--- config.mk ---
export PLATFORM = sky130hd
export DESIGN_NAME = serial_command_decoder
export DESIGN_NICKNAME = d
export VERILOG_FILES = /design/src/rtl/serial_command_decoder.sv
export SDC_FILE = /design/constraint.sdc
export NUM_CORES = 1
export LEC_CHECK = 0
export CORE_MARGIN = 3
export CORE_UTILIZATION = 59
export CTS_BUF_LIST = sky130_fd_sc_hd__clkbuf_4 sky130_fd_sc_hd__clkbuf_8 sky130_fd_sc_hd__clkbuf_16
export CTS_CLUSTER_SIZE = 25
export DETAILED_ROUTE_END_ITERATION = 7
export HOLD_SLACK_MARGIN = 0.06
export PLACE_DENSITY_LB_ADDON = 0.15
export SLEW_MARGIN = 20
export SYNTH_ARGS = -nofsm -noshare
export SYNTH_HDL_FRONTEND = slang
export SYNTH_SLANG_ARGS = --single-unit
--- constraint.sdc ---
create_clock -name clk -period 4.2 [get_ports clk]
set_input_delay 0.63 -clock clk [delete_from_list [all_inputs] [get_ports clk]]
set_output_delay 0.63 -clock clk [all_outputs]
set_load 0.05 [all_outputs]
--- src/rtl/serial_command_decoder.sv ---
// serial_command_decoder
//   Turns framed UART bytes (SYNC, ADDR, DATA, CHK with CHK = SYNC^ADDR^DATA)
//   into single-cycle register write strobes for control_register.
//   A frame with a bad checksum, or one that stalls between bytes, is dropped
//   whole and counted, so a partial frame never produces a write.
//   Optional feature macro: CMD_ACK_EN adds an ACK/NAK response byte port
//   (tx_data / tx_valid / tx_ready). Without it the decode path is unchanged.

module serial_command_decoder #(
  parameter logic [7:0] SYNC_BYTE      = 8'hA5,
  parameter int         TIMEOUT_CYCLES = 100_000,
  parameter int         ERR_CNT_W      = 8
) (
  input  logic                 clk,
  input  logic                 reset_n,
  input  logic [7:0]           rx_data,
  input  logic                 rx_valid,
  output logic                 write,
  output logic [7:0]           write_addr,
  output logic [7:0]           write_data,
  output logic                 write_register,
  output logic                 frame_error,
  output logic [ERR_CNT_W-1:0] error_count,
`ifdef CMD_ACK_EN
  output logic [7:0]           tx_data,
  output logic                 tx_valid,
  input  logic                 tx_ready,
`endif
  output logic                 busy
);

  // The timer only has to reach TIMEOUT_CYCLES-1: the cycle that would take
  // it to TIMEOUT_CYCLES is the one that abandons the frame.
  localparam int                 TIMER_W      = $clog2(TIMEOUT_CYCLES);
  localparam logic [TIMER_W-1:0] TIMEOUT_LAST = TIMER_W'(TIMEOUT_CYCLES - 1);
  localparam logic [ERR_CNT_W-1:0] ERR_MAX    = {ERR_CNT_W{1'b1}};

  typedef enum logic [1:0] {
    S_IDLE,
    S_ADDR,
    S_DATA,
    S_CHK
  } state_t;

  state_t             state;
  logic [TIMER_W-1:0] timer;
  logic [7:0]         addr_q;
  logic [7:0]         data_q;

  logic [7:0]         expected_chk;
  logic               in_frame;
  logic               timeout_hit;
  logic               frame_accept;
  logic               frame_reject;

  // Frame events for this cycle; a byte arriving on the last allowed cycle
  // suppresses the timeout because timeout_hit requires !rx_valid.
  always_comb begin
    expected_chk = SYNC_BYTE ^ addr_q ^ data_q;
    in_frame     = (state != S_IDLE);
    timeout_hit  = in_frame && !rx_valid && (timer == TIMEOUT_LAST);
    frame_accept = (state == S_CHK) && rx_valid && (rx_data == expected_chk);
    frame_reject = (state == S_CHK) && rx_valid && (rx_data != expected_chk);
  end

  // Inter-byte stall timer: runs only while inside a frame with no byte arriving.
  always_ff @(posedge clk) begin
    if (!reset_n) begin
      timer <= '0;
    end else if (!in_frame || rx_valid || timeout_hit) begin
      timer <= '0;
    end else begin
      timer <= timer + TIMER_W'(1);
    end
  end

  // Frame sequencer; busy is written alongside state so it mirrors state != IDLE.
  always_ff @(posedge clk) begin
    if (!reset_n) begin
      state  <= S_IDLE;
      busy   <= 1'b0;
      addr_q <= '0;
      data_q <= '0;
    end else if (timeout_hit) begin
      state <= S_IDLE;
      busy  <= 1'b0;
    end else if (rx_valid) begin
      case (state)
        S_IDLE: begin
          if (rx_data == SYNC_BYTE) begin
            state <= S_ADDR;
            busy  <= 1'b1;
          end
        end
        S_ADDR: begin
          addr_q <= rx_data;
          state  <= S_DATA;
        end
        S_DATA: begin
          data_q <= rx_data;
          state  <= S_CHK;
        end
        S_CHK: begin
          state <= S_IDLE;
          busy  <= 1'b0;
        end
        default: begin
          state <= S_IDLE;
          busy  <= 1'b0;
        end
      endcase
    end
  end

  // Write strobe and the held register image of the last accepted frame.
  always_ff @(posedge clk) begin
    if (!reset_n) begin
      write          <= 1'b0;
      write_addr     <= '0;
      write_data     <= '0;
      write_register <= 1'b0;
    end else begin
      write <= frame_accept;
      if (frame_accept) begin
        write_addr     <= addr_q;
        write_data     <= data_q;
        write_register <= data_q[0];
      end
    end
  end

  // Error pulse and saturating error counter, updated in the same cycle.
  always_ff @(posedge clk) begin
    if (!reset_n) begin
      frame_error <= 1'b0;
      error_count <= '0;
    end else begin
      frame_error <= timeout_hit || frame_reject;
      if ((timeout_hit || frame_reject) && (error_count != ERR_MAX)) begin
        error_count <= error_count + ERR_CNT_W'(1);
      end
    end
  end

`ifdef CMD_ACK_EN
  // Response byte: ACK on accept, NAK on checksum failure, nothing on timeout.
  // A fresh response overrides the ready handshake so it is never lost.
  always_ff @(posedge clk) begin
    if (!reset_n) begin
      tx_data  <= '0;
      tx_valid <= 1'b0;
    end else if (frame_accept) begin
      tx_data  <= 8'h06;
      tx_valid <= 1'b1;
    end else if (frame_reject) begin
      tx_data  <= 8'h15;
      tx_valid <= 1'b1;
    end else if (tx_valid && tx_ready) begin
      tx_valid <= 1'b0;
    end
  end
`else
  // No response path in this build; decoding is unaffected.
`endif

endmodule

**Word level (Yosys, flattened, before mapping)**

Index checks and enable logic that the tools add are counted.

- Memories: 0
- Bits of input ports: 11
- Flip-flop bits (word level): 63
- Bits in read-only memories: 0
- Output and inout bits: 28
- Latch bits: 0
- Logic and storage cells: 50
- RAM bits: 0

- Shifts and indexed selects: 0
- Reductions and logical operators: 20
- Bitwise logic cells: 4
- Add/subtract/negate cells: 2
- $lt $le $gt $ge: 0
- Divide/modulo/power cells: 0
- Multipliers: 0
- Equal/unequal tests: 9
- Multiplexer cells: 4

Operator list:

| cell | number |
|---|---|
| adder 17 x 1 -> 17 bit, second input constant | 1 |
| == test 17 bit, second input constant | 1 |
| AND reduction 3 bit | 3 |
| adder 8 x 1 -> 8 bit, second input constant | 1 |
| == test 8 bit | 1 |
| == test 8 bit, second input constant | 1 |
| != test 8 bit | 1 |
| != test 8 bit, second input constant | 1 |
| case mux 2 bit (4 select lines) | 1 |
| XOR 8 bit | 1 |
| logical AND 1 bit | 6 |
| == test 2 bit, second input constant | 2 |
| inverter 4 bit | 1 |
| nonzero test 2 bit | 2 |
| OR reduction 2 bit | 2 |
| logical OR 1 bit | 3 |
| == test 2 x 1 -> 1 bit, second input constant | 1 |
| logical NOT 1 bit | 2 |
| logical NOT 2 bit | 1 |
| 2-to-1 mux 2 bit | 1 |
| != test 2 bit, second input constant | 1 |
| inverter 1 bit | 2 |
| case mux 1 bit (2 select lines) | 1 |
| AND reduction 2 bit | 1 |
| 2-to-1 mux 1 bit | 1 |

**Depth between registers and ports, before layout**

Gate-level depths: netlist of the first run.

- Depth in word-level cells: 6
- Gate-level depth with buffers: 7
- Depth with buffers taken out: 6

**Worst setup path after synthesis of the first run**

OpenSTA, ideal clock, no wires.

- Path type: in2reg
- Start: input rx_data[7]
- End: register write_addr[0]
- Data required time: 4083 ps
- Setup time: 117 ps
- Slack: 2002 ps
- Data arrival time: 2080 ps
- Buffers on the path: 2
- Cell stages on the path: 7
- Cell sequence: xnor3_1 -> or4_4 -> nor3_2 -> buf_6 -> buf_12 -> mux2i_1 -> nor2b_1

- Longest elaborated chain between the ends: 2

RTL lines:

| what | RTL line | source |
|---|---|---|
| start: declaration | 16 | `input logic [7:0] rx_data,` |
| == test 8 bit | 62 | `frame_accept = (state == S_CHK) && rx_valid && (rx_data == expected_chk);` |
| logical AND 1 bit | 62 |  |
| end signal: assignment | 125 | `write_addr <= addr_q;` |
| end: declaration | 19 | `output logic [7:0] write_addr,` |

No other way between the ends.
A chain may end at the register's enable or synchronous reset.

**Final worst setup path of the first run**

- Start: input rx_data[7]
- End: register write_data[4]

- Longest elaborated chain between the ends: 2

RTL lines:

| what | RTL line | source |
|---|---|---|
| == test 8 bit | 62 |  |
| logical AND 1 bit | 62 |  |
| end signal: assignment | 126 | `write_data <= data_q;` |
| end: declaration | 20 | `output logic [7:0] write_data,` |

No other way between the ends.

==> flow_summary.toml, run 1 <==
[sta]
period_needed_ns = 2.926
grt_setup_unrepaired = "no"
skew_ns = 0.006457
worst_slew_pin_slew_ns = 0.8754
final_hold_viols = 0
fin_hold_ws_ns = 0.4798
final_total_negative_setup_slack_ns = 0
final_min_period_over_clock_period_pct = 69.67
worst_slew_margin_rel_pct = 41.46
setup_viol_count_final = 0
max_freq_ghz = 0.3417
final_max_slew_viol_count = 0

[detailed_routing]
drcViolationCount = 0
route.final.wire_length_um = 5804
vias_per_cell = 5.463
route.detailed.wl_per_inst_um = 13.92
drt_pass1_iterations = 4
drt-initial-drc-count = 160
number_of_antenna_violating_nets_in_the_routed_design = 0
via_count = 2278

[grt]
grt_pass1_vias = 2156
global_route_wire_length_before_repair_um = 9998
gr-total-overflow = 0
number_of_antenna_violations_at_the_first_check_in_global_routing = 0
grt_max_degree = 52
grtUsageTotal_pct = 21.65

[yosys]
yosysTopAreaCellShare_pct = 42.19
async_set_reset_flop_share_out_of_synthesis_pct = 0
synth_top_area_cell = "dfxtp_1"
postSynthRegisterBits = 62
synthCells = 308
ys_types = 42
postSynthAreaPerCell_um2 = 9.551
synth.area.top_cells = "dfxtp_1, mux2i_1, nand2_1, nand3_1, xnor3_1"
ys.warnings.count = 0
ys_seq_area_share_pct = 42.19
synth.net_count = 325
synth_ff_type = "dfxtp_1"
synth_enable_flop_cells = 0
netlist_area_um2 = 2942

[placement]
place_congestion = 0.8173
detailed_place_hpwl_um = 3878
buffer_ports.inserted = 38
dpl-instance-area_um2 = 3341

[cts]
htree_num_levels = 3
clkSlewWorstSetupHoldPaths_ns = 0.07
tritoncts_num_sinks = 62
holdBufCountCts = 0
cts.root.buffer_cell = "clkbuf_8"
cts_inserted_buffers = 9
clock_latency_ns = 0.34
postCtsSetupBuffers = 0
cts.path.max_buffers = 2
ctsResizeCount = 0
cts_tree = "done"

[critical_path]
critPathRequiredTime_ns = 4.44
worst_path_dominant_cell_family = "simple AND/OR/NAND/NOR gates"
category_of_the_most_critical_setup_path = "primary input to flip-flop"
critPathBufInv = 2
crit_path_start_kind = "primary input"
timing.critical_path.cells = "clkdlybuf4s50_1 -> xnor3_1 -> or4_4 -> nor3_2 -> buf_4 -> mux2i_1 -> nor2b_1"
critPathMaxFanout = 11
timing.rr.start = "data_q[4]"
cp_data_arrival_time_ns = 3.16
slowest_delay_ns = 0.56
timing.critical_path.to_type = "flip-flop"
reg2regPathDepth = 6
r2r_slack_ns = 1.59
crit-reg2reg-capture = "write_data[4]"
cp_slowest_cell = "clkdlybuf4s50_1"
crit_cells = 7

[final_layout]
layout_common_cells = "dfxtp_1, nand2_1, clkdlybuf4s50_1"
antenna_cells = 0
finalNetCount = 362
flow.area_growth_from_synthesis_pct = 20.97
layout.cells.most_common = "dfxtp_1"
n_fill_cell = 348
design_area_um2 = 3558
final_layout_size_suffix_gt1_share_pct = 7.143

[power]
power.static_leakage_nw = 1.172
power_mw = 1.198
worst_ir_drop_vdd_mv = 0.2349
powerDensity_nw_per_um2 = 336.6

[hold_path]
holdPathEnd = "timer[0]"
holdCritPathClass = "flip-flop to flip-flop"
hold_start = "timer[0]"
timing.hold.worst_path_depth = 1

[floorplan]
design.die.area_um2 = 5869
x_dimension_of_the_die_um = 76.61
initial_utilization_pct = 61.46
height_of_the_die_um = 76.61
std_cell_rows = 25
placeableCoreArea_um2 = 4786
ioPinCount = 39

[status]
outcome = "completed"

[flow_run]
cap_violations = 0
[registers in the layout (all words and copies together) (netlist names)]
signal	count
error_count	8
write	1
write_addr	8
data_q	8
write_data	8
busy	1
timer	17
frame_error	1
state	2
addr_q	8
[metrics by stage]
| stage | setup WS [ns] | util, % | std cells |
|---|---|---|---|
| global route | 1.129 | 74.35 | 417 |
| CTS | 1.282 | 74.35 | 417 |
| detailed placement | 0.9386 | 69.80 | 401 |
| finish | 1.274 | 74.35 | 417 |
| global placement | 1.041 | 69.80 | 401 |
| floorplan | 2.002 | - | 308 |
[area by class of cell]
class                           count  area, µm²  share of cell area, %
Sequential cell                    62       1241                  34.88
Tap cell                           67      83.83                  2.356
Multi-Input combinational cell    227       1602                  45.01
Timing Repair Buffer               40      395.4                  11.11
Clock buffer                       10      131.4                  3.692
Clock inverter                      6      86.33                  2.426
Inverter                            5      18.77                 0.5274
[power breakdown]
part           internal (mW)  switching (mW)  total, mW
sequential             0.588        0.000109      0.588
clock                  0.339           0.234      0.574
combinational         0.0180          0.0184     0.0364
total                  0.945           0.253       1.20
[layer usage]
metal	part of all wire [%]	global-route usage [%]
met4	2.3	11.41
met1	46	27.20
met2	47	34.53
met5	0	0
met3	4.6	5.083
[Yosys cell counts (2+ instances only)]
| cell type | number |
|---|---|
| xnor2_1 | 6 |
| a21oi_1 | 5 |
| and3_1 | 2 |
| or2_2 | 3 |
| xor2_1 | 9 |
| nand3_1 | 27 |
| nor2_1 | 23 |
| a21boi_0 | 17 |
| nor3_1 | 4 |
| inv_1 | 5 |
| dfxtp_1 | 62 |
| xor3_1 | 2 |
| nor4b_1 | 3 |
| ha_1 | 6 |
| clkbuf_1 | 11 |
| nand2_1 | 38 |
| mux2i_1 | 23 |
| xnor3_1 | 6 |
| o31ai_1 | 2 |
| nand2b_1 | 5 |
| nand4_1 | 7 |
| a211oi_1 | 4 |
| and4_1 | 2 |
| nor2b_1 | 18 |
[worst max path at each step]
stage / from / end / slack, ns
final: rx_data[7] / write_data[4] / 1.27
after global routing: rx_data[7] / write_data[6] / 1.13
after CTS: rx_data[7] / write_data[4] / 1.28
after detailed placement: rx_data[7] / write_data[3] / 0.94
after global placement: rx_data[7] / write_data[5] / 1.04
after floorplan: rx_data[7] / write_addr[0] / 2.00
[cells by family after synthesis]
kind of cell / share of synthesized area (%)
adder cells (fa/ha/maj): 2.552
XOR/XNOR: 10.68
multiplexers: 7.826
buffers and inverters: 3.360
AND/OR/NAND/NOR: 25.27
AO/OA/AOI/OAI: 8.124
flip-flops: 42.19
Power figures use the tool's default switching activity.
==> run 2, diff against run 1 <==
--- a/config.mk
+++ b/config.mk
@@ -6,7 +6,7 @@
 export NUM_CORES = 1
 export LEC_CHECK = 0
 export CORE_MARGIN = 3
-export CORE_UTILIZATION = 59
+export CORE_UTILIZATION = 49
 export CTS_BUF_LIST = sky130_fd_sc_hd__clkbuf_4 sky130_fd_sc_hd__clkbuf_8 sky130_fd_sc_hd__clkbuf_16
 export CTS_CLUSTER_SIZE = 25
 export DETAILED_ROUTE_END_ITERATION = 7
==> constraint.sdc (replaced) <==
create_clock -name clk -period 2.35 [get_ports clk]
set_input_delay 0.3525 -clock clk [delete_from_list [all_inputs] [get_ports clk]]
set_output_delay 0.3525 -clock clk [all_outputs]
set_load 0.05 [all_outputs]
==> run 2 against run 1 <==
  * First-iteration DRC count fell by 49%
  * Power rose by 75%
  * Critical path depth did not move
  * Non-clock buffer count rose by 14
  * Via count rose by 1.4%
  * Largest cell class unchanged
  * Highest routed layer unchanged
==> flow_summary.toml, run 2 (same netlist as run 1, synthesis figures left out) <==
[power]
power.static_leakage_nw = 1.234
p_clk_share_pct = 45.9
comb_power_share_pct = 3.9
sequentialPowerShare_pct = 50.2
power.switching_fraction_pct = 22.33
worst_ir_drop_vdd_mv = 0.3413
powerDensity_nw_per_um2 = 568.6
power.internal_mw = 1.626
power.net_switching_uw = 467.4

[sta]
grt_setup_unrepaired = "no"
final_hold_viols = 0
setup_viol_count_final = 0
max_freq_ghz = 0.4565
worst_slew_pin_slew_ns = 0.5518
final_max_slew_viol_count = 0
worst_slew_margin_rel_pct = 63.11
skew_ns = 0.006849
final_min_period_over_clock_period_pct = 93.21
layout_setup_ws_ns = 0.1596
period_needed_ns = 2.190
fin_hold_ws_ns = 0.4650

[cts]
tritoncts_num_sinks = 62
postCtsSetupBuffers = 0
ctsResizeCount = 0
cts.path.max_buffers = 2
cts_tree = "done"
clock_latency_ns = 0.33
holdBufCountCts = 0
htree_num_levels = 3
clkSlewWorstSetupHoldPaths_ns = 0.07
cts_inserted_buffers = 9
cts.root.buffer_cell = "clkbuf_8"

[detailed_routing]
number_of_antenna_violating_nets_in_the_routed_design = 0
drt_pass1_iterations = 4
drcViolationCount = 0
drt-initial-drc-count = 81
via_count = 2310
vias_per_cell = 5.298
route.final.wire_length_um = 6095
route.detailed.wl_per_inst_um = 13.98

[critical_path]
critPathMaxFanout = 10
critPathBufInv = 2
cp_slowest_cell = "or4_4"
slowest_delay_ns = 0.53
critPathRequiredTime_ns = 2.58
crit_path_start_kind = "flip-flop"
timing.critical_path.cells = "xnor3_1 -> or4_4 -> buf_4 -> o21bai_2 -> buf_4 -> a21oi_1 -> o211a_1"
cp_data_arrival_time_ns = 2.42
timing.critical_path.to_type = "flip-flop"
worst_path_dominant_cell_family = "simple AND/OR/NAND/NOR gates"
category_of_the_most_critical_setup_path = "flip-flop to flip-flop"
crit_top_cell = "buf_4"

[grt]
gr-total-overflow = 0
global_route_wire_length_before_repair_um = 10700
grt_max_degree = 32
number_of_antenna_violations_at_the_first_check_in_global_routing = 0
grt_pass1_vias = 2236
grtUsageTotal_pct = 18.85

[floorplan]
x_dimension_of_the_die_um = 83.48
height_of_the_die_um = 83.48
ioPinCount = 39
design.die.area_um2 = 6969
placeableCoreArea_um2 = 5642
initial_utilization_pct = 52.14
std_cell_rows = 27

[final_layout]
layout.cells.most_common = "dfxtp_1"
flow.area_growth_from_synthesis_pct = 25.14
layout_common_cells = "dfxtp_1, nand2_1, clkdlybuf4s50_1"
largest-register = "timer"
final_layout_size_suffix_gt1_share_pct = 10.71
layout.area.seq_um2 = 1241
antenna_cells = 0
finalNetCount = 376
multi_input_comb_area_um2 = 1602
n_fill_cell = 493
largest_register_ffs = 17

[status]
outcome = "completed"

[hold_path]
holdCritPathClass = "flip-flop to flip-flop"

[placement]
post_place_setup_slack_ns = -0.1467
detailed_place_hpwl_um = 4283
place_congestion = 0.8185
buffer_ports.inserted = 38

[flow_run]
cap_violations = 0
-- run 2: cell types whose count changed in the layout (fill, tap and decap cells not counted) --
cell	change
bufinv_16	-1
clkbuf_8	+1
buf_4	+12
clkinv_2	-1
clkinvlp_4	+1
buf_12	+2
-- run 2: worst paths after layout --
| check | slack (ns) | to | cells past startpoint | from |
|---|---|---|---|---|
| max reg2reg | 0.16 | error_count[7] | 7 | data_q[2] |
| max | 0.16 | error_count[7] | 7 | data_q[2] |
| min reg2reg | 0.46 | timer[0] | 1 | timer[0] |
| min | 0.46 | timer[0] | 1 | timer[0] |
-- run 2: power by group through the flow --
stage                     sequential, mW  combinational (mW)  clock [mW]
final                               1.05              0.0812       0.962
after global routing                1.05              0.0871        1.03
after CTS                           1.05              0.0815       0.981
after detailed placement            1.07              0.0809           0
after global placement              1.07              0.0804           0
after floorplan                     1.07              0.0343           0
-- run 2: metal layers --
layer  track usage, %  wire, µm  vias up  share of wire [%]
met5                0         0        -                  0
met4            7.456       108        0                1.8
met3            4.936       264       11                4.3
met2            28.72      2747       48                 45
met1            25.52      2975     1075                 49
li1                 -         -     1176                  -
-- run 2: layout make-up --
type,instances,area share (%)
Timing Repair Buffer,54,14.28
Multi-Input combinational cell,227,43.51
Clock inverter,5,1.598
Clock buffer,11,3.943
Sequential cell,62,33.72
Inverter,5,0.5099
Tap cell,72,2.447
-- run 2: metrics by stage --
stage	power (mW)	util, %	area, µm²	TNS [ns]	instances
2_1_floorplan	1.109	-	2942	0	308
3_3_place_gp	1.155	61.63	3477	-2.046	420
3_5_place_dp	1.156	61.63	3477	-3.092	420
4_1_cts	2.113	65.25	3681	0	436
5_1_grt	2.168	65.25	3681	0	436
6_report	2.093	65.25	3681	0	436
==> run 3, diff against run 2 <==
--- a/config.mk
+++ b/config.mk
@@ -6,7 +6,7 @@
 export NUM_CORES = 1
 export LEC_CHECK = 0
 export CORE_MARGIN = 3
-export CORE_UTILIZATION = 49
+export CORE_UTILIZATION = 43
 export CTS_BUF_LIST = sky130_fd_sc_hd__clkbuf_4 sky130_fd_sc_hd__clkbuf_8 sky130_fd_sc_hd__clkbuf_16
 export CTS_CLUSTER_SIZE = 25
 export DETAILED_ROUTE_END_ITERATION = 7
==> run 3 against run 2 <==
  * Power is 4.4% higher
  * Count of clock-buffer cells in the layout grew 1
  * First-iteration DRC count down 32%
  * Critical path type unchanged
  * Critical endpoint is now write_data[5]
==> flow_summary.toml, run 3 (same netlist as run 1, synthesis figures left out) <==
[status]
outcome = "completed"

[critical_path]
critPathRequiredTime_ns = 2.59
crit-reg2reg-capture = "write_data[5]"
cp_slowest_cell = "or4_4"
timing.critical_path.cells = "xor3_1 -> or4_4 -> nor3_2 -> buf_12 -> mux2i_1 -> nor2b_1"
worst_path_dominant_cell_family = "simple AND/OR/NAND/NOR gates"
crit_path_start_kind = "flip-flop"
worstSetupStartpoint = "data_q[4]"
crit_cells = 6
slowest_delay_ns = 0.50
category_of_the_most_critical_setup_path = "flip-flop to flip-flop"
critPathBufInv = 1
timing.critical_path.to_type = "flip-flop"
r2r_slack_ns = 0.17
capture_point_of_the_critical_path = "write_data[5]"
timing.rr.start = "data_q[4]"
reg2regPathDepth = 6
cp_data_arrival_time_ns = 2.42
critPathMaxFanout = 17

[cts]
holdBufCountCts = 0
cts.root.buffer_cell = "clkbuf_8"
clock_latency_ns = 0.34
postCtsSetupBuffers = 0
cts.path.max_buffers = 2
tritoncts_num_sinks = 62
cts_inserted_buffers = 9
ctsResizeCount = 0
clkSlewWorstSetupHoldPaths_ns = 0.07
htree_num_levels = 3
cts_tree = "done"

[final_layout]
finalNetCount = 374
n_fill_cell = 595
layout_common_cells = "dfxtp_1, nand2_1, clkdlybuf4s50_1"
layout.cells.most_common = "dfxtp_1"
final_layout_size_suffix_gt1_share_pct = 10.22
antenna_cells = 0
largest-register = "timer"
largest_register_ffs = 17
flow.area_growth_from_synthesis_pct = 25.05

[detailed_routing]
vias_per_cell = 5.098
number_of_antenna_violating_nets_in_the_routed_design = 0
drt-initial-drc-count = 55
route.final.wire_length_um = 6054
via_count = 2238
drt_pass1_iterations = 4
route.detailed.wl_per_inst_um = 13.79
drcViolationCount = 0

[floorplan]
height_of_the_die_um = 88.71
ioPinCount = 39
design.die.area_um2 = 7869
std_cell_rows = 29
initial_utilization_pct = 45.29
x_dimension_of_the_die_um = 88.71
placeableCoreArea_um2 = 6495

[grt]
grtUsageTotal_pct = 17.29
grt_max_degree = 28
grt_pass1_vias = 2176
number_of_antenna_violations_at_the_first_check_in_global_routing = 0
global_route_wire_length_before_repair_um = 10390
gr-total-overflow = 0

[power]
power.static_leakage_nw = 1.238
powerDensity_nw_per_um2 = 594.3
power_mw = 2.186
worst_ir_drop_vdd_mv = 0.2509

[sta]
fin_hold_ws_ns = 0.4721
layout_setup_ws_ns = 0.1651
worst_slew_pin_slew_ns = 0.5662
period_needed_ns = 2.185
setup_viol_count_final = 0
grt_setup_unrepaired = "no"
final_max_slew_viol_count = 0
final_hold_viols = 0
worst_slew_margin_rel_pct = 62.15
skew_ns = 0.009135
max_freq_ghz = 0.4577
final_min_period_over_clock_period_pct = 92.97
final_total_negative_setup_slack_ns = 0

[placement]
detailed_place_hpwl_um = 4260
buffer_ports.inserted = 38
post_place_setup_slack_ns = -0.1661
place_congestion = 0.7351

[flow_run]
cap_violations = 0

[hold_path]
holdCritPathClass = "flip-flop to flip-flop"
hold_start = "timer[0]"
[run 3: changes by cell type in the layout (fill, tap and decap cells not counted), sizes merged]
cell | previous run | this run
buf | 16 | 14
bufinv | 1 | 2
clkbuf | 11 | 12
clkinvlp | 2 | 0
[run 3: cell type report]
cell class | instances | area [µm²] | share of cell area (%)
clock inverter | 4 | 70.07 | 1.905
tap | 77 | 96.34 | 2.619
multi-input combinational | 227 | 1602 | 43.54
sequential | 62 | 1241 | 33.74
clock buffer | 12 | 152.6 | 4.150
inverter | 5 | 18.77 | 0.5102
timing repair buffer | 52 | 498.0 | 13.54
[run 3: per-layer routing]
layer  part of all wire (%)  wire, µm  GRT usage [%]
met4                    2.5       153          9.615
met2                     41      2496          24.16
met5                      0         0              0
met3                    3.3       198          3.538
met1                     53      3207          24.66
[run 3: how the worst min path moves through the flow]
| stage | endpoint | slack (ns) | cells past startpoint |
|---|---|---|---|
| 6_report | timer[0] | 0.47 | 1 |
| 5_1_grt | timer[0] | 0.50 | 1 |
| 4_1_cts | timer[0] | 0.47 | 1 |
| 3_5_place_dp | timer[0] | 0.46 | 1 |
| 3_3_place_gp | timer[0] | 0.44 | 1 |
| 2_1_floorplan | timer[0] | 0.43 | 1 |
[run 3: through the flow]
step                area (µm²)  std cells  utilization [%]
global route              3679        439            56.64
global placement          3456        423            53.21
floorplan                 2942        308                -
finish                    3679        439            56.64
CTS                       3679        439            56.64
detailed placement        3456        423            53.21
[run 3: report_power, final]
| part | leakage [nW] | total (mW) | internal, mW | switching (mW) |
|---|---|---|---|---|
| Combinational | 0.622 | 0.0769 | 0.0410 | 0.0359 |
| Sequential | 0.499 | 1.05 | 1.05 | 0.000199 |
| Clock | 0.117 | 1.06 | 0.647 | 0.412 |
| Total | 1.24 | 2.19 | 1.74 | 0.448 |
